### src/rtl/branch_resolver_v3.sv
// branch_resolver_v3: RV32/64 branch/jump resolver with optional compare register, 2-bit BHT and saturating perf counters
module branch_resolver_v3 #(
  parameter int XLEN = 32,
  parameter int PIPE = 0,
  parameter int BHT_ENTRIES = 16,
  parameter int CNT_W = 32
) (
  input  logic             clk,
  input  logic             rst,
  input  logic             valid_in,
  input  logic             stall,
  input  logic             flush,
  input  logic [XLEN-1:0]  pc,
  input  logic [31:0]      instr,
  input  logic [XLEN-1:0]  rs1_val,
  input  logic [XLEN-1:0]  rs2_val,
  input  logic             pred_taken_in,
  input  logic [XLEN-1:0]  lookup_pc,
  output logic             lookup_taken,
  output logic             res_valid,
  output logic             res_taken,
  output logic [XLEN-1:0]  res_target,
  output logic [XLEN-1:0]  res_redirect_pc,
  output logic             res_mispredict,
  output logic [CNT_W-1:0] branch_count,
  output logic [CNT_W-1:0] mispredict_count
);
  localparam int IW = $clog2(BHT_ENTRIES);
  typedef struct packed {
    logic            v;
    logic            tk;
    logic            mp;
    logic            cn;
    logic [IW-1:0]   ix;
    logic [XLEN-1:0] tg;
    logic [XLEN-1:0] rd;
  } res_t;
  logic w_br, w_jal, w_jalr, w_f3ok, w_cond, w_tk, w_unused;
  logic [XLEN-1:0] w_bimm, w_jimm, w_iimm, w_tg;
  res_t w_s0, w_nx, r_s1, r_res;
  logic [1:0] r_bht [BHT_ENTRIES];
  logic [CNT_W-1:0] r_bc, r_mc;
  always_comb begin
    w_br = instr[6:0] == 7'b1100011;
    w_jal = instr[6:0] == 7'b1101111;
    w_jalr = instr[6:0] == 7'b1100111;
    w_f3ok = instr[14:13] != 2'b01;
    w_bimm = {{(XLEN-12){instr[31]}}, instr[7], instr[30:25], instr[11:8], 1'b0};
    w_jimm = {{(XLEN-20){instr[31]}}, instr[19:12], instr[20], instr[30:21], 1'b0};
    w_iimm = {{(XLEN-12){instr[31]}}, instr[31:20]};
    w_cond = instr[14] ? (instr[13] ? rs1_val < rs2_val : $signed(rs1_val) < $signed(rs2_val)) : rs1_val == rs2_val;
    w_tk = w_br ? w_f3ok & (w_cond ^ instr[12]) : w_jal | w_jalr;
    w_tg = w_jalr ? (rs1_val + w_iimm) & ~XLEN'(1) : pc + (w_jal ? w_jimm : w_bimm);
    w_s0.v = valid_in & (w_br | w_jal | w_jalr);
    w_s0.tk = w_tk;
    w_s0.mp = w_jalr | (w_tk != pred_taken_in);
    w_s0.cn = w_br & w_f3ok;
    w_s0.ix = pc[IW+1:2];
    w_s0.tg = w_tg;
    w_s0.rd = w_tk ? w_tg : pc + XLEN'(4);
    w_nx = PIPE != 0 ? r_s1 : w_s0;
  end
  always_ff @(posedge clk) begin
    if (rst) begin
      r_s1 <= '0;
      r_res <= '0;
      r_bc <= '0;
      r_mc <= '0;
      for (int i = 0; i < BHT_ENTRIES; i++) r_bht[i] <= 2'b01;
    end else begin
      if (r_res.v && !stall) begin
        if (r_res.cn) begin
          r_bht[r_res.ix] <= r_res.tk ? r_bht[r_res.ix] + {1'b0, ~&r_bht[r_res.ix]} : r_bht[r_res.ix] - {1'b0, |r_bht[r_res.ix]};
          r_bc <= r_bc + CNT_W'(~&r_bc);
        end
        if (r_res.mp) r_mc <= r_mc + CNT_W'(~&r_mc);
      end
      if (flush) begin
        r_s1.v <= 1'b0;
        r_res.v <= 1'b0;
      end else if (!stall) begin
        r_s1 <= w_s0;
        if (w_nx.v) r_res <= w_nx;
        else r_res.v <= 1'b0;
      end
    end
  end
  assign w_unused = ^{lookup_pc[XLEN-1:IW+2], lookup_pc[1:0]};
  assign lookup_taken = r_bht[lookup_pc[IW+1:2]][1];
  assign res_valid = r_res.v;
  assign res_taken = r_res.tk;
  assign res_target = r_res.tg;
  assign res_redirect_pc = r_res.rd;
  assign res_mispredict = r_res.mp;
  assign branch_count = r_bc;
  assign mispredict_count = r_mc;
endmodule

### config.mk
export PLATFORM = sky130hd
export DESIGN_NAME = branch_resolver_v3
export DESIGN_NICKNAME = d
export VERILOG_FILES = /design/src/rtl/branch_resolver_v3.sv
export SDC_FILE = /design/constraint.sdc
export NUM_CORES = 1
export LEC_CHECK = 0
export BUFFER_PORTS_ARGS = -buffer_cell sky130_fd_sc_hd__buf_2
export CAP_MARGIN = 5
export CELL_PAD_IN_SITES_DETAIL_PLACEMENT = 0
export CELL_PAD_IN_SITES_GLOBAL_PLACEMENT = 1
export CORE_UTILIZATION = 35
export CTS_CLUSTER_DIAMETER = 150
export DETAILED_ROUTE_END_ITERATION = 12
export PLACE_DENSITY = 0.84
export SLEW_MARGIN = 20
export SYNTH_ARGS = -nofsm -noshare
export SYNTH_HDL_FRONTEND = slang
export SYNTH_SLANG_ARGS = --single-unit
### constraint.sdc
create_clock -name clk -period 6.6 [get_ports clk]
set_input_delay 0.99 -clock clk [delete_from_list [all_inputs] [get_ports clk]]
set_output_delay 0.99 -clock clk [all_outputs]
set_load 0.05 [all_outputs]
# Word-level counts from Yosys, hierarchy flattened
# Memory sizes are Yosys's and may differ from the RTL's. A register that Yosys moved wholly into a read port is not among the register bits.
# Index checks and enable logic that the tools add are counted.
totals:
  romBits: 0
  latch_bits: 0
  register_bits: 136
  output_inout_bits: 132
  inputBits: 166
  ramBits: 32
  n_memories: 1
  word_cells: 68
memory_table:
  columns: ["memory", "depth", "word_bits", "read_ports", "rd_ports_with_merged_regs", "write_ports", "line_no", "text"]
  rows:
  - ["r_bht", 16, 2, 2, 1, 16, "41", "logic [1:0] r_bht [BHT_ENTRIES];"]
op_classes:
  mux: 19
  n_addsub: 7
  shifts: 0
  reduce_logical: 14
  n_mul: 0
  bitwise_logic: 10
  div_mod_pow: 0
  order_cmp: 2
  n_eq_ne: 6
op_table:
  columns: ["op", "n"]
  rows:
  - ["$add 32x1->32", 2]
  - ["$add 32x32->32", 2]
  - ["$lt 32x32->1", 2]
  - ["$mux 32", 2]
  - ["$reduce_and 32->1", 2]
  - ["$add 32x3->32 const B", 1]
  - ["$eq 32x32->1", 1]
  - ["$eq 7x7->1 const B", 3]
  - ["$mux 20", 1]
  - ["$mux 4", 3]
  - ["$mux 1", 11]
  - ["$reduce_and 2->1", 3]
  - ["$reduce_or 2->1", 3]
  - ["$logic_not 1->1", 4]
  - ["$mux 2", 2]
  - ["$or 1x1->1", 4]
  - ["$and 1x1->1", 3]
  - ["$reduce_and 3->1", 1]
  - ["$add 2x1->2", 1]
  - ["$ne 2x1->1 const B", 1]
  - ["$not 1->1", 2]
  - ["$sub 2x1->2", 1]
  - ["$logic_and 1x1->1", 1]
  - ["$ne 1x1->1", 1]
  - ["$xor 1x1->1", 1]

# Logic depth before layout (Yosys ltp)
# Gate-level depths: netlist of run 1.
logic_depth:
  word_depth: 8
  mapped_depth: 19
  ltp_nobuf: 16

# Worst setup path before layout of run 1
# No wires, ideal clock.
synth_timing:
  kind: "input-to-reg"
  startpoint: "input instr[1]"
  endpoint: "register r_res, in the netlist res_redirect_pc[31]"
  t_required_ns: 6.478
  slack_ns: 1.610
  setup_ns: 0.122
  path_buffers: 2
  t_arrival_ns: 4.869
  cell_stages: 18
  cell_sequence: "nand4_1 nor2_1 and3_1 clkbuf_1 clkbuf_1 mux2_2 ha_1 fa_1 a211oi_1 nor2_1 o21ai_1 a211oi_2 o31ai_4 a311oi_1 or4_1 o211ai_1 nor2_1 a221o_1"
synth_between:
  elab_chain_cells: 5
  word_cells_on_any_way: 13
  cone_classes: "add/sub (1); eq/ne (3); mux (4); bitwise (4); reduce/logical (1)"
synth_rtl:
  columns: ["element", "line_no", "text"]
  rows:
  - ["from (decl)", "14", "input logic [31:0] instr,"]
  - ["$eq 7x7->1, on equally long branches", "45, 44", null]
  - ["$mux 20 or $or 1x1->1 (tied branches)", "53, 54", null]
  - ["$add 32x32->32 or $or 1x1->1 (tied branches)", "53, 54", null]
  - ["$mux 32 or $and 1x1->1 (tied branches)", "53, 54", null]
  - ["$mux 32 or $reduce_and 3->1 (tied branches)", null, null]
  - ["to (signal assigned)", "83", "if (w_nx.v) r_res <= w_nx;"]
  - ["to (decl)", "40", "res_t w_s0, w_nx, r_s1, r_res;"]
# Parallel ways exist; a longest one is shown, timed or not.
# A chain may end at the register's enable or synchronous reset.

# Worst setup path after layout of run 1
# Same ends and word-level chain as after synthesis.

==> metrics.txt, run 1 <==
run status complete, no violations; number of synthesized flops with an enable pin 32; setup ws final 1.33 ns; total power about 2.6 mW; Slew HR 0.339; reg2reg path depth 6; Crit Path Class in2reg; Worst setup EP type register; Final Skew between 0.006 and 0.007 ns; chip width about 190 um; CP Launch Type input port; CTS buffer count 17; crit path launch instr[1]; DR WL/cell 17.4 um; IO Pins approximately 300; Mapped Cells around 1600; Post-Synthesis Cell Area 12700 sq um; largest net degree at the start of global routing around 90; Yosys warning count 0; Worst R2R End r_bht[3][0]$_SDFFCE_PN1P_; Netlist cell types a little over 70; Critical Path AT roughly 5.6 ns; Period Utilization, post-route 0.798; worst vdd rail ir drop 183 uV; gr usage total 0.204; row count just under 70; Worst-path clk slew 0.07 ns; fin. max-slew vios 0; first-pass GRT wire length 58900 um; vias per cell around 5.3; clock latency on the worst-skew pair approximately 0.42 ns; RSZ-0062 raised after global routing false; residual DRC count 0; crit path capture res_redirect_pc[31]$_SDFFE_PP0P_; initial antenna violation count 8; # clock sinks ~170; CTS tree yes; Routed Wire Length 38500 um; postcts setup bufs 0; # nets final 1994; Setup WS pre-CTS around 0.88 ns; Starting DRT DRC Count about 660; CP required between 6 and 7 ns; root buf cell clkbuf_16; Die Footprint ~37000 sq um; Hold Path Class reg2reg; post-cts sizing count 0; Core Region 35600 sq um; most frequent cells in the layout buf_2, nor2_1, nand2_1, dfxtp_1, ha_1; actual slew at the worst max-slew pin a little under 1 ns; hold buffers post-CTS 0; net count after synthesis 1817; DP HPWL 30800 um; Leak around 6.4 nW; Area growth, synth to finish 14.8%; fmax 0.190 GHz; layout cells sized above 1 0.209; Port Buf Inserts about 270; final hold vios 0; max_cap viols 0; most common cell after layout, fill and taps aside buf_2; Initial Util 0.357; Placer Congestion around 0.96; die height 192 um; GRT overflow 0; final core utilization 0.409; Synth Area per Inst roughly 8.2 sq um; FILL cells roughly 3700; CTS max path bufs 2; Yosys reg bits between 150 and 200; pwr/cell area around 180 nW/um^2; sequential element share of the synthesized area 0.297; # setup viols final 0; Synth Flop Type dfxtp_1; drt pass-1 iters 5; Post-synth ARST share 0; register-to-register setup slack about 3.4 ns; Final min period between 5 and 6 ns; crit-path max FO 14; H-tree lvl count 4; ANT nets after route 0; vias in the first global route between 10000 and 15000; routed vias around 12000; total negative slack 0 ns
kinds of logic after synthesis:
group | after synthesis | share of synthesized area
and+or+nand+nor | 606 | 0.226
AOI/OAI and AO/OA | 336 | 0.173
DFF | 172 | 0.297
buffers and inverters | 171 | 0.0711
xor gates and xnor gates | 130 | 0.0898
adders and majority gates | 100 | 0.0999
muxes | 36 | 0.0441
routing by layer:
| metal | global-route usage | share of wire |
|---|---|---|
| met1 | 0.254 | 0.45 |
| met2 | 0.344 | 0.46 |
| met3 | 0.0455 | 0.061 |
| met4 | 0.0733 | 0.027 |
| met5 | 0 | 0.00065 |
synth_stat cells, types with 11 or more instances:
cell type / instances / area (sq um)
nor2_1: 184 / 691
nand2_1: 171 / 642
dfxtp_1: 140 / 2800
ha_1: 98 / 1230
a21oi_1: 97 / 485
xor2_1: 79 / 692
buf_4: 67 / 503
nand3_1: 59 / 295
o21ai_0: 59 / 295
xnor2_1: 51 / 447
inv_1: 49 / 184
a21o_1: 45 / 338
clkbuf_1: 44 / 165
a211oi_1: 34 / 255
nand4_1: 33 / 206
and3_1: 32 / 200
edfxtp_1: 32 / 961
nor3_1: 25 / 125
or2_2: 19 / 119
mux4_2: 15 / 338
a31oi_1: 14 / 87.6
nand2b_1: 13 / 81.3
nor2b_1: 13 / 81.3
or3_1: 13 / 81.3
mux2i_1: 12 / 120
and2_1: 11 / 68.8
per-stage QoR:
step	instances	area (sq um)	hold WS, ns
2_1_floorplan	1551	12700	0.432
3_3_place_gp	2170	14000	0.437
3_5_place_dp	2170	14000	0.444
4_1_cts	2200	14500	0.452
5_1_grt	2201	14500	0.469
6_report	2207	14600	0.452
flip-flops by register name (all words and copies together), names as in the netlist, named ones only:
name / flops
res_mispredict: 1
res_valid: 1
r_res: 5
res_target: 32
res_redirect_pc: 32
r_bht: 32
branch_count: 32
mispredict_count: 32
res_taken: 1
how the worst min path moves through the flow:
stage | start | slack (ns) | end | depth (start not counted)
floorplan | res_redirect_pc[1]$_SDFFE_PP0P_ | 0.43 | res_redirect_pc[1]$_SDFFE_PP0P_ | 2
global placement | res_target[0]$_SDFFE_PP0P_ | 0.44 | res_target[0]$_SDFFE_PP0P_ | 2
detailed placement | res_redirect_pc[27]$_SDFFE_PP0P_ | 0.44 | res_redirect_pc[27]$_SDFFE_PP0P_ | 2
CTS | res_redirect_pc[2]$_SDFFE_PP0P_ | 0.45 | res_redirect_pc[2]$_SDFFE_PP0P_ | 2
global route | res_redirect_pc[2]$_SDFFE_PP0P_ | 0.47 | res_redirect_pc[2]$_SDFFE_PP0P_ | 2
finish | res_redirect_pc[27]$_SDFFE_PP0P_ | 0.45 | res_redirect_pc[27]$_SDFFE_PP0P_ | 2
power by group:
part / switching (mW) / internal [mW] / total (mW)
combinational: 0.315 / 0.218 / 0.533
sequential: 0.00251 / 1.07 / 1.07
clock: 0.424 / 0.552 / 0.976
total: 0.742 / 1.84 / 2.58
final cells by class:
type	instances	area, sq um	share of cell area
Sequential cell	172	3760	0.259
Clock buffer	22	475	0.0327
Multi-Input combinational cell	1208	8020	0.551
Inverter	50	188	0.0129
Tap cell	461	577	0.0396
Timing Repair Buffer	279	1420	0.0978
Clock inverter	8	85.1	0.00585
Antenna cell	7	17.5	0.00120
critical path: stages:
cell      delay (ns)
buf_2           0.07
nand4_1         0.08
nor2_1          0.35
and3_1          0.58
mux2_2          0.41
ha_1            0.23
fa_1            0.44
a211oi_1        0.25
nor2_1          0.11
o21ai_1         0.38
a211oi_2        0.23
o31ai_4         0.29
a311oi_1        0.16
or4_1           0.41
o211ai_1        0.17
nor2_1          0.09
a221o_1         0.34
No activity file was read; power rests on OpenSTA's default activity.
==> run 2, diff against run 1 <==
clock period = 5 ns   (was 6.6 ns; I/O delays follow)
==> run 2 against run 1 <==
  * Non-clock buffer count increased by 15
  * Clock power up 36%
  * Sequential power increased by 33%
  * Clock skew increased by 0.0023 ns
  * Die area unchanged
  * Final cell count increased by 0.63%
  * Largest power group unchanged
  * Highest routed layer unchanged
==> metrics.txt, run 2 (same netlist as run 1, synthesis figures left out) <==
Final Cell Area 14700 sq um (was 14600 sq um); routed vias 11670 (was 11642); vias in the first global route 11087 (was 11147); Starting DRT DRC Count 626 (was 658); vias per cell 5.25 (was 5.28); clock latency on the worst-skew pair 0.43 ns (was 0.42 ns); Critical Path AT 4.90 ns (was 5.58 ns); CP required 5.32 ns (was 6.92 ns); residual DRC count 0 (unchanged); actual slew at the worst max-slew pin 0.971 ns (was 0.992 ns); largest net degree at the start of global routing 73 (was 92); CTS tree yes (unchanged); Power Internal 2.47 mW (was 1.84 mW); Clk pwr share 0.385 (was 0.378); pwr/cell area 236 nW/um^2 (was 177 nW/um^2); CTS buffer count 17 (unchanged); crit-path cells buf_2, nand4_1, nor2_1, buf_4, and3_1, mux2_2, ha_1, fa_1, a211oi_1, nor2_1, o21ai_1, a211oi_2, o31ai_4, a311oi_1, or4_1, o211ai_1, nor2_1, a221o_1 (was buf_2, nand4_1, nor2_1, and3_1, mux2_2, ha_1, fa_1, a211oi_1, nor2_1, o21ai_1, a211oi_2, o31ai_4, a311oi_1, or4_1, o211ai_1, nor2_1, a221o_1); Top cell by count, worst path nor2_1 (unchanged); row count 69 (unchanged); Switch Pwr 0.995 mW (was 0.742 mW); fin. max-slew vios 0 (unchanged); Largest delay share family, worst path compound AO/OA/AOI/OAI gates (unchanged); drt pass-1 iters 5 (unchanged); power share of the combinational group 0.207 (was 0.206); postcts setup bufs 0 (unchanged); fmax between 0.2 and 0.25 GHz; post-cts sizing count 0 (unchanged); DP HPWL 31000 um (was 30800 um); hold buffers post-CTS 0 (unchanged); Initial Util 0.357 (unchanged); # clock sinks 172 (unchanged); die height 192 um (unchanged); register share of total power 0.409 (was 0.416); ANT nets after route 0 (unchanged); slowest stage delay, CP 0.41 ns (was 0.58 ns); Final Skew 0.00841 ns (was 0.00608 ns); DRT met1 WL 17400 um (was 17300 um); total negative slack 0 ns (unchanged); Placed Cells 2185 (was 2170); Crit Path Class in2reg (unchanged); most common cell after layout, fill and taps aside buf_2 (unchanged); H-tree lvl count 4 (unchanged); Period Utilization, post-route 0.915; Area growth, synth to finish 16.1% (was 14.8%); top sig layer met5 (unchanged); Slew HR 0.343 (was 0.339); IO Pins 298 (unchanged); initial antenna violation count 5 (was 8); Final min period ~4.6 ns; Core Region 35600 sq um (unchanged); GRT overflow 0 (unchanged); Worst Hold Slack 0.448 ns (was 0.452 ns); Leak 6.52 nW (was 6.41 nW); switching share of power 0.287 (about the same); setup ws final 0.424 ns (was 1.33 ns); crit-path max FO 4 (was 14); first-pass GRT wire length 59400 um (was 58900 um); DR WL/cell 17.3 um (was 17.4 um); Worst-path clk slew 0.07 ns (about the same); critical path's slowest cell or4_1 (was and3_1); CP Launch Type input port (unchanged); Non-Filler Instances 2221 (was 2207); # setup viols final 0 (unchanged); most frequent cells in the layout buf_2, nor2_1, nand2_1, dfxtp_1, ha_1 (unchanged); Routed met2 length 17900 um (was 17800 um); area post-placement 14100 sq um (was 14000 sq um); RSZ-0062 raised after global routing false (unchanged); CTS max path bufs 2 (unchanged); Hold Path Class reg2reg (unchanged); layout cells sized above 1 0.218 (was 0.209); final hold vios 0 (unchanged); Setup WS pre-CTS -0.0448 ns (was 0.882 ns); Worst setup EP type register (unchanged); # nets final 2009 (was 1994); Port Buf Inserts 269 (unchanged); root buf cell clkbuf_16 (unchanged); Die Footprint 37000 sq um (unchanged); Routed Wire Length 38400 um (was 38500 um); run status complete, no violations (unchanged); DR WL met3 2320 um (was 2330 um); max_cap viols 0 (unchanged); worst vdd rail ir drop 277 uV (was 183 uV); Placer Congestion 0.932 (was 0.958); chip width 192 um (unchanged); gr usage total 0.206 (was 0.204); buffers and inverters on the worst path 2 (was 1)
==> run 2: changes by cell type in the layout (fill, tap and decap cells not counted), sizes merged <==
cell,previous run,this run
buf,279,294
diode,7,4
inv,52,54
==> run 2: layer usage <==
layer	global-route usage	vias to the layer above
met5	0	-
met4	0.0630	2
met3	0.0322	48
met2	0.343	345
met1	0.273	5405
li1	-	5870
==> run 2: per-stage QoR <==
stage          power, mW   util
2_1_floorplan       1.93      -
3_3_place_gp        2.15  0.397
3_5_place_dp        2.16  0.397
4_1_cts             3.50  0.414
5_1_grt             3.64  0.414
6_report            3.47  0.414
==> run 2: final timing paths <==
path                                                          to  cells past startpoint  slack, ns                       startpoint
worst max-delay path            res_redirect_pc[31]$_SDFFE_PP0P_                     18       0.42                         instr[1]
worst min-delay path             res_redirect_pc[4]$_SDFFE_PP0P_                      2       0.45  res_redirect_pc[4]$_SDFFE_PP0P_
worst max register to register         r_bht[3][0]$_SDFFCE_PN1P_                      6       1.77                         register
worst min register to register   res_redirect_pc[4]$_SDFFE_PP0P_                      2       0.45  res_redirect_pc[4]$_SDFFE_PP0P_
==> run 2: cell type report <==
type                            instances  area [sq um]
Fill cell                            3646         20900
Multi-Input combinational cell       1208          8020
Sequential cell                       172          3760
Timing Repair Buffer                  294          1560
Tap cell                              461           577
Clock buffer                           22           495
Inverter                               50           188
Clock inverter                         10           100
Antenna cell                            4          10.0
==> run 2: power groups by stage <==
stage | logic (mW) | registers, mW | clock network, mW
finish | 0.716 | 1.42 | 1.33
global route | 0.800 | 1.42 | 1.42
CTS | 0.717 | 1.42 | 1.37
detailed placement | 0.714 | 1.45 | 0
global placement | 0.703 | 1.45 | 0
floorplan | 0.482 | 1.45 | 0
==> run 2: tightest hold or removal path: stages (launching register included) <==
cell and delay (ns):
dfxtp_1 0.31, nand2_1 0.05, a21oi_1 0.05
